[src/rtl/afifo_wr_arb.sv]
// -----------------------------------------------------------------------------
// afifo_wr_arb
// Round-robin, packet-locked arbiter sharing the single write port of an async
// FIFO (write-clock domain) among NREQ requesters. A requester wins in IDLE,
// then owns the write port until its last beat is accepted.
//
// Ports
//   wclk, wrst_n, wsrst   write clock, async active-low reset, sync soft reset
//   req_valid/last/data   per-requester beat stream (requester i at [i*DW +: DW])
//   req_ready             per-requester accept
//   wfull, awfull         registered full / almost-full from the write controller
//   winc, wdata           FIFO write strobe and data
//   gnt_id, busy          locked requester id, packet in progress
//
// Optional feature (macro AFIFO_WR_ARB_STAT_EN):
//   stall_cnt  saturating count of XFER cycles stalled by wfull with data valid
//   pkt_cnt    wrapping count of completed packets
// -----------------------------------------------------------------------------
module afifo_wr_arb #(
   parameter int NREQ = 4,
   parameter int DW   = 32,
   parameter int IDW  = $clog2(NREQ)
) (
   input  logic                 wclk,
   input  logic                 wrst_n,
   input  logic                 wsrst,
   input  logic [NREQ-1:0]      req_valid,
   input  logic [NREQ-1:0]      req_last,
   input  logic [NREQ*DW-1:0]   req_data,
   output logic [NREQ-1:0]      req_ready,
   input  logic                 wfull,
   input  logic                 awfull,
   output logic                 winc,
   output logic [DW-1:0]        wdata,
   output logic [IDW-1:0]       gnt_id,
   output logic                 busy
`ifdef AFIFO_WR_ARB_STAT_EN
   ,
   output logic [15:0]          stall_cnt,
   output logic [15:0]          pkt_cnt
`endif
);

   typedef enum logic {
      ST_IDLE = 1'b0,
      ST_XFER = 1'b1
   } state_t;

   state_t          r_state;
   logic [IDW-1:0]  r_rr_ptr;
   logic [IDW-1:0]  r_gnt_id;
   logic            r_busy;

   logic            w_found;
   logic [IDW-1:0]  w_winner;
   logic [IDW:0]    w_sum;
   logic            w_gnt_valid;
   logic            w_gnt_last;
   logic [DW-1:0]   w_wdata;
   logic            w_xfer_ok;
   logic            w_winc;
   logic            w_done;
   logic [IDW-1:0]  w_rr_next;

   // Round-robin search starting at r_rr_ptr; one extra bit on the sum handles the modulo wrap.
   always_comb begin
      w_found  = 1'b0;
      w_winner = '0;
      w_sum    = '0;
      for (int k = 0; k < NREQ; k++) begin
         w_sum = {1'b0, r_rr_ptr} + (IDW+1)'(k);
         if (w_sum >= (IDW+1)'(NREQ)) begin
            w_sum = w_sum - (IDW+1)'(NREQ);
         end else begin
            w_sum = w_sum;
         end
         if (!w_found && req_valid[w_sum[IDW-1:0]]) begin
            w_found  = 1'b1;
            w_winner = w_sum[IDW-1:0];
         end else begin
            w_found  = w_found;
         end
      end
   end

   // Select the locked requester's valid, last and data.
   always_comb begin
      w_gnt_valid = 1'b0;
      w_gnt_last  = 1'b0;
      w_wdata     = '0;
      for (int i = 0; i < NREQ; i++) begin
         if (r_gnt_id == IDW'(i)) begin
            w_gnt_valid = req_valid[i];
            w_gnt_last  = req_last[i];
            w_wdata     = req_data[i*DW +: DW];
         end else begin
            w_gnt_valid = w_gnt_valid;
         end
      end
   end

   // A soft reset in flight also blocks the strobe so an aborted packet writes nothing more.
   assign w_xfer_ok = (r_state == ST_XFER) & ~wfull & ~wsrst;
   assign w_winc    = w_xfer_ok & w_gnt_valid;
   assign w_done    = w_winc & w_gnt_last;
   assign w_rr_next = (r_gnt_id == IDW'(NREQ-1)) ? '0 : (r_gnt_id + IDW'(1));

   // Ready goes only to the locked requester, and only while the FIFO can take a beat.
   always_comb begin
      req_ready = '0;
      for (int i = 0; i < NREQ; i++) begin
         if (r_gnt_id == IDW'(i)) begin
            req_ready[i] = w_xfer_ok;
         end else begin
            req_ready[i] = 1'b0;
         end
      end
   end

   assign winc   = w_winc;
   assign wdata  = w_wdata;
   assign gnt_id = r_gnt_id;
   assign busy   = r_busy;

   // Arbitration FSM: grant in IDLE, hold lock through bubbles and stalls until last beat.
   always_ff @(posedge wclk or negedge wrst_n) begin
      if (!wrst_n) begin
         r_state  <= ST_IDLE;
         r_rr_ptr <= '0;
         r_gnt_id <= '0;
         r_busy   <= 1'b0;
      end else if (wsrst) begin
         r_state  <= ST_IDLE;
         r_rr_ptr <= '0;
         r_gnt_id <= '0;
         r_busy   <= 1'b0;
      end else begin
         case (r_state)
            ST_IDLE: begin
               if (!awfull && w_found) begin
                  r_gnt_id <= w_winner;
                  r_state  <= ST_XFER;
                  r_busy   <= 1'b1;
               end
            end
            ST_XFER: begin
               if (w_done) begin
                  r_rr_ptr <= w_rr_next;
                  r_state  <= ST_IDLE;
                  r_busy   <= 1'b0;
               end
            end
            default: begin
               r_state <= ST_IDLE;
               r_busy  <= 1'b0;
            end
         endcase
      end
   end

`ifdef AFIFO_WR_ARB_STAT_EN
   logic        w_stall;
   logic [15:0] r_stall_cnt;
   logic [15:0] r_pkt_cnt;

   assign w_stall = (r_state == ST_XFER) & w_gnt_valid & wfull;

   // Statistics: saturating stall counter, wrapping packet counter.
   always_ff @(posedge wclk or negedge wrst_n) begin
      if (!wrst_n) begin
         r_stall_cnt <= 16'h0000;
         r_pkt_cnt   <= 16'h0000;
      end else if (wsrst) begin
         r_stall_cnt <= 16'h0000;
         r_pkt_cnt   <= 16'h0000;
      end else begin
         if (w_stall && (r_stall_cnt != 16'hFFFF)) begin
            r_stall_cnt <= r_stall_cnt + 16'h0001;
         end
         if (w_done) begin
            r_pkt_cnt <= r_pkt_cnt + 16'h0001;
         end
      end
   end

   assign stall_cnt = r_stall_cnt;
   assign pkt_cnt   = r_pkt_cnt;
`endif

endmodule
[config.mk]
export PLATFORM = sky130hd
export DESIGN_NAME = afifo_wr_arb
export DESIGN_NICKNAME = d
export VERILOG_FILES = /design/src/rtl/afifo_wr_arb.sv
export SDC_FILE = /design/constraint.sdc
export NUM_CORES = 1
export LEC_CHECK = 0
export BUFFER_PORTS_ARGS = -buffer_cell sky130_fd_sc_hd__buf_2
export CORE_AREA = 10 10 83 85
export DETAILED_ROUTE_END_ITERATION = 8
export DIE_AREA = 0 0 93 95
export GPL_TIMING_DRIVEN = 0
export PLACE_DENSITY_LB_ADDON = 0.2
export RECOVER_POWER = 100
export SLEW_MARGIN = 20
export SYNTH_ARGS = -nofsm -noshare
export SYNTH_HDL_FRONTEND = slang
export SYNTH_SLANG_ARGS = --single-unit
[constraint.sdc]
create_clock -name wclk -period 1.8 [get_ports wclk]
set_clock_uncertainty 0.2 [all_clocks]
set_input_delay 0.18 -clock wclk [delete_from_list [all_inputs] [get_ports wclk]]
set_output_delay 0.18 -clock wclk [all_outputs]
set_load 0.01 [all_outputs]
Yosys cells after proc, flatten, opt, wreduce, memory -nomap -nowiden
Cells that the tools add are included.

storage, ports and cells
  RAM bits = 0
  memory bits (read-only) = 0
  bits in latches = 0
  memories kept = 0
  flip-flop bits (word level) = 6

cells by class
  shifts and indexed selects = 0
  bitwise gates (word level) = 7
  reduce and logical (&&, ||, !) cells = 15
  multiply operators = 0
  muxes and demuxes = 51
  div/mod/pow operators = 0
  equal/unequal tests = 6
  add/sub/neg operators = 8
  magnitude comparators = 8

operators with widths
  kind                                                                      number
  32-bit 2-to-1 mux                                                         4
  2-bit 2-to-1 mux                                                          15
  1-bit 2-to-1 mux                                                          26
  2-bit by 3-bit < comparator with 1-bit output (second input constant)     4
  3-bit >= comparator (second input constant)                               3
  1-bit binary-select mux with 2-bit select                                 4
  2-bit by 1-bit subtractor with 2-bit output (second input constant)       4
  2-bit by 2-bit adder with 3-bit output (second input constant)            2
  2-bit AND reduction                                                       3
  2-bit nonzero test                                                        3
  1-bit AND                                                                 4
  2-bit equality test (second input constant)                               2
  1-bit logical AND                                                         4
  1-bit zero test                                                           4
  1-bit case mux with 2 select lines                                        2
  2-bit by 1-bit adder with 3-bit output (second input constant)            1
  2-bit by 3-bit >= comparator with 1-bit output (second input constant)    1
  3-bit by 2-bit inequality test with 1-bit output (second input constant)  1
  3-bit inequality test (second input constant)                             1
  1-bit NOT                                                                 3
  2-bit by 1-bit adder with 2-bit output (second input constant)            1
  2-bit by 1-bit equality test with 1-bit output (second input constant)    1
  2-bit zero test                                                           1
  2-bit inequality test (second input constant)                             1

Longest topological paths before layout
Gate-level depths: netlist (run 1).

  word-level depth = 18
  gate-level depth with buffers = 8
  mapped depth without buffers = 7

Worst setup path before layout (run 1)
Ideal clock, no wire load.

  path kind = register -> output
  start = reg r_gnt_id[1], in the netlist gnt_id[1]
  end = out wdata[30]
  buffers on the path = 2
  arrival time = 1.533 ns
  stages on the path, launching flop included = 9
  data required time = 1.420 ns
  path slack = -0.113 ns
  cell sequence = dfrtp_1 inv_1 ha_1 buf_6 buf_6 nand3b_1 a21oi_1 a21oi_1 o21ai_1

between the ends
  longest elaborated chain between the ends = 5

RTL lines
  item                            line  text
  start: declaration              51    logic [IDW-1:0] r_gnt_id;
  start signal: assignment        141   r_gnt_id <= w_winner;
  2-bit zero test                 92    if (r_gnt_id == IDW'(i)) begin
  32-bit 2-to-1 mux (3 in a row)  92
  32-bit 2-to-1 mux *             92
  end: declaration                34    output logic [DW-1:0] wdata,

Every way passes the cells marked *; elsewhere a longest branch is shown, timed or not.

Final worst setup path (run 1)
  start = reg r_gnt_id[1], in the netlist gnt_id[1]
  end = out wdata[16]

Same word-level chain as after synthesis.

==> impl_metrics.csv, run 1 <==
group,metric,value,unit
floorplan,rows,27,
logic_synthesis,seq_area_frac_synth,9.28,%
sta,worst_pin_slew,0.356,ns
floorplan,fp.dieH,95,um
logic_synthesis,syn_nets,420,
grt,grt_usage,18.9,%
power_and_ir_drop,leakage,1.52,nW
critical_path,cp_max_fo,10,
layout,num-nets-final,616,
critical_path,reg2reg_setup_slack,-0.17,ns
power_and_ir_drop,p_total,1.26,mW
floorplan,die_area,0.00884,mm^2
placed_design,place_congestion,0.895,
clocking,cts_buffer_depth,2,
sta,setup_violations,39,
critical_path,startpoint_type,"register",
grt,grt_pass1_vias,2732,
power_and_ir_drop,peakVddDrop,0.630,mV
critical_path,cp-end-kind,"primary output",
layout,multiInputGateArea,0.00160,mm^2
drt,routedWlPerCell,17.2,um
logic_synthesis,synth_common_cells,"71 x a21oi_1, 67 x nand2_1, 32 x nand3b_1, 30 x o21ai_1, 12 x buf_2",
drt,antenna_left,0,
logic_synthesis,synth_top_cell_area_share,22.0,%
critical_path,worstReg2RegEnd,"r_rr_ptr[1]",
sta,rsz0062_at_grt,"true",
critical_path,setup.worst_path.class,"reg2out",
drt,drc,0,
grt,antenna_found_initial,0,
logic_synthesis,ys_ff_latch,6,
clocking,htree_levels,1,
critical_path,r2r_cells,8,
layout,stdcell_area,0.00318,mm^2
sta,fmax,458,MHz
clocking,cts_tree,"yes",
clocking,worstSkewPairLatency,0.23,ns
logic_synthesis,yosysMostFrequentCell,"a21oi_1",
drt,vias_per_cell,4.95,
drt,drt_iter0_drc,75,
critical_path,arrival,1.80,ns
drt,wirelength,9330,um
floorplan,start_util,30.3,%
grt,grt_max_degree,11,
clocking,cts_buffers,3,
sta,slew_headroom,76.2,%
power_and_ir_drop,p_per_area,394,mW/mm^2
layout,n_fill_cell,550,
logic_synthesis,yosys-top-cells-area,"a21oi_1 22%, nand2_1 16%, nand3b_1 15%",
logic_synthesis,synth_warnings,0,
layout,syn_to_final_growth,96.8,%
sta,hold_viol_final,0,
critical_path,critPathLaunch,"gnt_id[1]",
run,cap_violations,0,
hold_path,hold_path_class,"in2reg",
critical_path,endpoint,"wdata[16]",
critical_path,r2r-start,"gnt_id[0]",
grt,grt_pass1_wl,13800,um
floorplan,num_io_pins,181,
logic_synthesis,synth_area_leader_cell,"a21oi_1",
layout,num_antenna_cells,0,
layout,drive_gt1_share,63.1,%
status,status,"finished, violations left",
critical_path,required,1.42,ns
logic_synthesis,synth-main-ff-cell,"dfrtp_1",
layout,finish.utilization,59.7,%
clocking,cts.sinks,6,
placed_design,hpwl,7530,um
status,failed_checks,"setup timing",
sta,slew_viol_final,0,
drt,first_pass_iters,4,
logic_synthesis,synth_area,0.00162,mm^2
clocking,cts_root_buffer,"clkbuf_8",
logic_synthesis,avgSynthCellArea,5.88,um^2
sta,fin_crit,2.18,ns
sta,post-route-period-util,121,%
logic_synthesis,synth-edff-count,0,
logic_synthesis,syn_inst,275,
logic_synthesis,async_flop_share,100,%
placed_design,portBuffers,180,
grt,grt.overflow.total,0,
drt,vias,2679,
clocking,path_clk_slew,0.04,ns
floorplan,core_area,0.00534,mm^2
placed_design,place_area,0.00272,mm^2
layout,seq_area,153,um^2
floorplan,die_w,93,um
sta,finalWorstSetupSlack,-0.382,ns
logic_synthesis,synth_cell_types,28,
layout by cell type (no fill, tap or decap), types with 2 or more instances in the layout:
cell	Yosys	final
nand2b_1	4	4
o21ai_1	30	9
nand2_2	0	8
a21o_1	2	2
dfrtp_2	0	2
mux2i_1	2	2
clkbuf_8	0	4
clkbuf_1	7	2
inv_1	5	3
and2_1	4	4
ha_4	0	3
clkbuf_2	0	2
buf_8	0	5
nor2_1	3	3
buf_6	3	10
a21oi_1	71	42
nor2b_1	3	3
clkbuf_4	0	3
nand2_1	67	58
buf_2	12	180
inv_4	0	2
dfrtp_1	6	4
nand3b_1	32	32
nor3_2	1	2
o21ai_2	0	26
o221ai_1	2	2
a21oi_2	0	29
buf_4	3	10
worst max-delay path, stage by stage (launching register included):
cell      delay, ns
dfrtp_2        0.42
inv_4          0.06
ha_4           0.18
buf_2          0.17
nand3b_1       0.19
a21oi_2        0.15
a21oi_1        0.06
o21ai_1        0.16
buf_2          0.16
final cells by class:
cell class,count,area share [%]
Tap cell,72,2.83
Sequential cell,6,4.79
Clock buffer,3,1.30
Buffer,24,7.35
Multi-Input combinational cell,239,50.1
Inverter,5,0.747
Timing Repair Buffer,192,32.8
metrics by stage:
step | hold WS [ns] | cells | setup WS, ns | TNS [ns]
2_1_floorplan | -0.316 | 275 | -0.0308 | -0.0355
5_1_grt | 0.0547 | 541 | -0.464 | -14.74
3_3_place_gp | -0.193 | 527 | -0.259 | -7.27
3_5_place_dp | -0.189 | 527 | -0.282 | -7.98
4_1_cts | 0.0256 | 539 | -0.357 | -11.04
6_report | 0.0513 | 541 | -0.382 | -10.99
state kept, by name, indices dropped and copies added (netlist names):
register,count
busy,1
gnt_id,2
r_state,1
r_rr_ptr,2
kinds of logic after synthesis:
group	after synthesis	synth area share (%)
mux	3	2.17
flops	6	9.28
simple gates	120	39.4
fa+ha+maj	4	3.09
buf+inv	30	9.98
compound gates	112	36.0
timing repair:
| item | 4_1_cts | 5_1_grt |
|---|---|---|
| setup buffers | 6 | 1 |
| cloned | 2 | 2 |
| setup endpoints to repair | 39 | 41 |
| pin swaps | 15 | 13 |
| endpoints found under the hold margin | 6 | 0 |
| hold buffers | 1 | 0 |
| resized for setup | 51 | 45 |
worst min-delay path by stage:
stage                start       to  cells after the start
finish               wsrst  r_state                      2
global route         wsrst     busy                      2
global placement    wrst_n     busy                      1
detailed placement  wrst_n  r_state                      1
floorplan           wrst_n     busy                      0
CTS                  wsrst  r_state                      2
routing by layer:
layer,up-vias,global-route usage [%],wire length (um)
met5,-,0,0
met4,0,2.57,63
met3,6,6.58,909
met2,119,35.0,4740
met1,1196,20.7,3610
li1,1358,-,-
where the power goes:
part | internal [mW] | switching, mW | leakage (nW)
Sequential | 0.143 | 0.00881 | 0.0778
Clock | 0.145 | 0.0688 | 0.0216
Combinational | 0.455 | 0.435 | 1.42
Total | 0.743 | 0.513 | 1.52
(Power assumes the default switching activity.)
==> inputs of run 2 (changes only) <==
--- a/config.mk
+++ b/config.mk
@@ -6,9 +6,11 @@
 export NUM_CORES = 1
 export LEC_CHECK = 0
 export BUFFER_PORTS_ARGS = -buffer_cell sky130_fd_sc_hd__buf_2
-export CORE_AREA = 10 10 83 85
+export CELL_PAD_IN_SITES_DETAIL_PLACEMENT = 0
+export CELL_PAD_IN_SITES_GLOBAL_PLACEMENT = 1
+export CORE_AREA = 10 10 106 108
 export DETAILED_ROUTE_END_ITERATION = 8
-export DIE_AREA = 0 0 93 95
+export DIE_AREA = 0 0 116 118
 export GPL_TIMING_DRIVEN = 0
 export PLACE_DENSITY_LB_ADDON = 0.2
 export RECOVER_POWER = 100
==> constraint.sdc (replaced) <==
create_clock -name wclk -period 1.8 [get_ports wclk]
set_clock_uncertainty 0.2 [all_clocks]
set_input_delay 0.45 -clock wclk [delete_from_list [all_inputs] [get_ports wclk]]
set_output_delay 0.45 -clock wclk [all_outputs]
set_load 0.01 [all_outputs]
==> impl_metrics.csv, run 2 (synthesis results as in run 1) <==
group,metric,value,unit
drt,drc,0,
drt,wl_met1,4070,um
drt,route.met3.wl,1190,um
sta,fin_crit,2.43,ns
grt,antenna_found_initial,0,
floorplan,start_util,17.8,%
hold_path,hp-start,"wsrst",
power_and_ir_drop,p_per_area,384,mW/mm^2
drt,first_pass_iters,4,
layout,final_cell_mix,"174 x buf_2, 62 x nand2_1, 38 x a21oi_2, 33 x a21oi_1",
placed_design,place_inst,566,
floorplan,core_area,0.00911,mm^2
clocking,cts_buffers,3,
status,status,"finished, violations left",
hold_path,holdPathEnd,"gnt_id[1]",
critical_path,r2r-start,"gnt_id[1]",
clocking,worstSkewPairLatency,0.22,ns
grt,grt_pass1_vias,2725,
sta,slew_viol_final,0,
critical_path,startpoint_type,"register",
drt,vias_per_cell,4.56,
critical_path,r2r_cells,10,
layout,layout_commonest_cell,"buf_2",
floorplan,fp.dieH,118,um
sta,slew_headroom,58.0,%
clocking,cts_root_buffer,"clkbuf_8",
drt,antenna_left,0,
grt,grt_pass1_wl,14800,um
drt,routedWlPerCell,17.3,um
drt,routed.top_layer,"met4",
floorplan,rows,35,
clocking,cts.sinks,6,
placed_design,hpwl,8220,um
critical_path,cp-end-kind,"primary output",
placed_design,place_congestion,0.808,
sta,worst_pin_slew,0.625,ns
status,failed_checks,"setup timing",
power_and_ir_drop,leakage,1.62,nW
drt,drt_iter0_drc,115,
clocking,cts_buffer_depth,2,
placed_design,portBuffers,180,
layout,stdcell_count,589,
run,cap_violations,0,
sta,fmax,411,MHz
sta,setup_violations,41,
grt,grt_usage,13.0,%
clocking,htree_levels,1,
drt,vias,2685,
floorplan,die_w,116,um
floorplan,die_area,0.0137,mm^2
power_and_ir_drop,peakVddDrop,0.407,mV
critical_path,cp_max_fo,5,
grt,grt.overflow.total,0,
clocking,cts_tree,"yes",
layout,drive_gt1_share,66.5,%
drt,met2_length,4900,um
layout,syn_to_final_growth,116,%
sta,post-route-period-util,135,%
floorplan,num_io_pins,181,
critical_path,required,1.15,ns
hold_path,holdPathStages,2,
layout,num-nets-final,625,
sta,fin_tns_setup,-21.46,ns
clocking,path_clk_slew,0.04,ns
sta,finalWorstSetupSlack,-0.634,ns
critical_path,worstReg2RegEnd,"r_rr_ptr[1]",
critical_path,setup.worst_path.class,"reg2out",
sta,rsz0062_at_grt,"true",
drt,wirelength,10200,um
grt,grt_max_degree,11,
sta,hold_viol_final,0,
critical_path,reg2reg_setup_slack,-0.31,ns
hold_path,hold_path_class,"in2reg",
layout,num_antenna_cells,0,
critical_path,arrival,1.78,ns
## run 2: cell types whose count changed in the layout (fill, tap and decap cells not counted), sizes merged
cell	delta
buf	+2
clkbuf	+7
## run 2: what timing repair did
action / CTS / global route
resized for setup: 25 / 73
hold endpoints to repair: 6 / 0
setup endpoints to repair: 41 / 41
hold buffers: 1 / 0
setup buffers: 7 / 7
pin swaps: 9 / 24
cloned: 0 / 5
## run 2: cell type report
cell class	count	area, um^2
well taps	111	139
clock buffers	3	41.3
plain buffers	25	304
multi-input cells	239	1640
inverters	5	23.8
repair buffers	200	1180
fillers	1014	5620
flip-flops and latches	6	153
## run 2: critical path, cell delays in order (launching register included)
cell      delay [ns]
dfrtp_2         0.42
inv_4           0.06
ha_4            0.19
buf_12          0.14
buf_4           0.13
nand3b_1        0.16
a21oi_2         0.14
a21oi_2         0.05
o21ai_2         0.16
buf_6           0.12
## run 2: worst max-delay path by stage
stage | startpoint | slack, ns | to
2_1_floorplan | gnt_id[1] | -0.22 | wdata[30]
3_3_place_gp | gnt_id[0] | -0.56 | wdata[7]
3_5_place_dp | gnt_id[0] | -0.56 | wdata[2]
4_1_cts | gnt_id[0] | -0.64 | wdata[7]
5_1_grt | gnt_id[1] | -0.73 | wdata[3]
6_report | gnt_id[1] | -0.63 | wdata[3]
## run 2: report_power, final
part | internal [mW] | leakage [nW] | switching, mW | total [mW]
clock | 0.143 | 0.0216 | 0.0547 | 0.198
sequential | 0.143 | 0.0778 | 0.00824 | 0.151
combinational | 0.528 | 1.52 | 0.463 | 0.991
## run 2: metrics by stage
| stage | instance area (um^2) | utilization [%] | hold slack, ns | setup WS (ns) | power [mW] |
|---|---|---|---|---|---|
| after floorplan | 1790 | - | -0.0456 | -0.222 | 0.588 |
| after global placement | 2830 | 31.1 | 0.0809 | -0.561 | 0.937 |
| after detailed placement | 2830 | 31.1 | 0.0840 | -0.563 | 0.943 |
| after CTS | 3040 | 33.4 | 0.318 | -0.638 | 1.20 |
| after global routing | 3490 | 38.3 | 0.346 | -0.732 | 1.45 |
| final | 3490 | 38.3 | 0.319 | -0.634 | 1.34 |
## run 2: layer usage
layer | up-vias | GRT usage, %
met5 | - | 0
met4 | 0 | 1.17
met3 | 2 | 4.33
met2 | 116 | 22.7
met1 | 1194 | 15.3
li1 | 1373 | -
==> inputs of run 3 (changes only) <==
--- a/config.mk
+++ b/config.mk
@@ -8,9 +8,9 @@
 export BUFFER_PORTS_ARGS = -buffer_cell sky130_fd_sc_hd__buf_2
 export CELL_PAD_IN_SITES_DETAIL_PLACEMENT = 0
 export CELL_PAD_IN_SITES_GLOBAL_PLACEMENT = 1
-export CORE_AREA = 10 10 106 108
+export CORE_AREA = 10 10 98 117
 export DETAILED_ROUTE_END_ITERATION = 8
-export DIE_AREA = 0 0 116 118
+export DIE_AREA = 0 0 108 127
 export GPL_TIMING_DRIVEN = 0
 export PLACE_DENSITY_LB_ADDON = 0.2
 export RECOVER_POWER = 100
==> impl_metrics.csv, run 3 (synthesis results as in run 1) <==
group,metric,value,unit
status,status,"finished, violations left",
status,failed_checks,"setup timing",
sta,slew_viol_final,0,
critical_path,endpoint,"wdata[31]",
sta,hold_viol_final,0,
placed_design,place_congestion,0.820,
clocking,path_clk_slew,0.03,ns
clocking,cts.sinks,6,
placed_design,portBuffers,180,
sta,finalWorstSetupSlack,-0.654,ns
layout,seq_area,153,um^2
grt,grt_usage,14.3,%
sta,fin_tns_setup,-21.31,ns
sta,fmax,407,MHz
critical_path,reg2reg_setup_slack,-0.30,ns
drt,drc,0,
layout,n_fill_cell,1029,
sta,worst_pin_slew,0.521,ns
layout,layout_commonest_cell,"buf_2",
critical_path,worstReg2RegEnd,"r_rr_ptr[1]",
floorplan,die_area,0.0137,mm^2
floorplan,rows,39,
layout,num-nets-final,632,
drt,first_pass_iters,4,
layout,final_cell_mix,"169 x buf_2, 65 x nand2_1, 53 x a21oi_2, 33 x o21ai_2, 32 x nand3b_1",
clocking,htree_levels,1,
clocking,cts_tree,"yes",
drt,drt_iter0_drc,77,
drt,wirelength,10600,um
floorplan,core_area,0.00932,mm^2
drt,routedWlPerCell,17.5,um
drt,vias_per_cell,4.56,
sta,setup_violations,41,
placed_design,dpl_worst_slack,-0.594,ns
sta,fin_crit,2.45,ns
hold_path,hp-start,"wsrst",
grt,antenna_found_initial,0,
power_and_ir_drop,peakVddDrop,0.536,mV
sta,slew_headroom,65.0,%
floorplan,num_io_pins,181,
placed_design,hpwl,8550,um
run,cap_violations,0,
clocking,cts_root_buffer,"clkbuf_16",
grt,grt_max_degree,11,
critical_path,r2r_cells,9,
clocking,cts_buffer_depth,2,
clocking,worstSkewPairLatency,0.23,ns
grt,grt.overflow.total,0,
grt,grt_pass1_wl,16000,um
sta,whs,0.340,ns
power_and_ir_drop,p_per_area,415,mW/mm^2
layout,finish.utilization,40.3,%
drt,vias,2776,
grt,grt_pass1_vias,2915,
floorplan,start_util,17.4,%
floorplan,die_w,108,um
sta,rsz0062_at_grt,"true",
critical_path,cp-end-kind,"primary output",
critical_path,cp_max_fo,5,
layout,drive_gt1_share,70.3,%
critical_path,arrival,1.80,ns
critical_path,startpoint_type,"register",
power_and_ir_drop,leakage,1.70,nW
critical_path,r2r-start,"gnt_id[0]",
clocking,cts_buffers,3,
layout,multiInputGateArea,0.00173,mm^2
critical_path,required,1.15,ns
layout,syn_to_final_growth,132,%
floorplan,fp.dieH,127,um
hold_path,hold_path_class,"in2reg",
critical_path,setup.worst_path.class,"reg2out",
sta,post-route-period-util,136,%
drt,antenna_left,0,
critical_path,critPathLaunch,"gnt_id[0]",
## run 3: cell count changes in the layout (fill, tap and decap cells not counted), sizes merged
cell,before,now
diode,0,1
buf,208,221
clkbuf,19,13
## run 3: final cells by class
cell class                 instances  share of cell area [%]
buffer                            25                    9.12
inverter                           5                   0.632
antenna                            1                  0.0666
clock buffer                       3                    2.00
timing repair buffer             207                    34.1
multi-input combinational        239                    45.9
sequential                         6                    4.06
tap                              123                    4.09
## run 3: how the worst min path moves through the flow
stage,cells past startpoint,end,slack [ns]
CTS,2,gnt_id[1],0.32
detailed placement,1,r_rr_ptr[1],0.08
global route,2,busy,0.37
floorplan,0,busy,-0.05
finish,2,gnt_id[1],0.34
global placement,1,busy,0.08
## run 3: metal layers
layer	global-route usage (%)	vias to the layer above	part of all wire, %
li1	-	1393	-
met1	16.3	1260	39
met2	25.5	115	50
met3	4.53	8	9.7
met4	2.13	0	1.0
met5	0	-	0
## run 3: repair_timing
action                     in CTS  in global routing
pin swaps                      19                 13
gates resized for setup        98                 40
hold endpoints to repair        6                  0
hold buffers                    1                  0
setup endpoints to repair      41                 41
setup buffers                  14                  8
gates cloned                    3                  1
## run 3: report_power, final
part	internal, mW	switching, mW
clock network	0.286	0.0822
logic	0.554	0.484
registers	0.143	0.00857
## run 3: metrics by stage
stage          total power, mW  cells  cell area (um^2)
4_1_cts                   1.50    599              3520
3_5_place_dp             0.943    578              2850
6_report                  1.56    609              3760
2_1_floorplan            0.588    275              1790
5_1_grt                   1.67    608              3760
3_3_place_gp             0.938    578              2850
## run 3: critical path, stage by stage (launching register included)
cell and delay (ns):
dfrtp_2 0.44, ha_4 0.20, buf_12 0.13, buf_16 0.12, nand3b_1 0.18, a21oi_2 0.17, a21oi_2 0.05, o21ai_2 0.15
buf_6 0.12
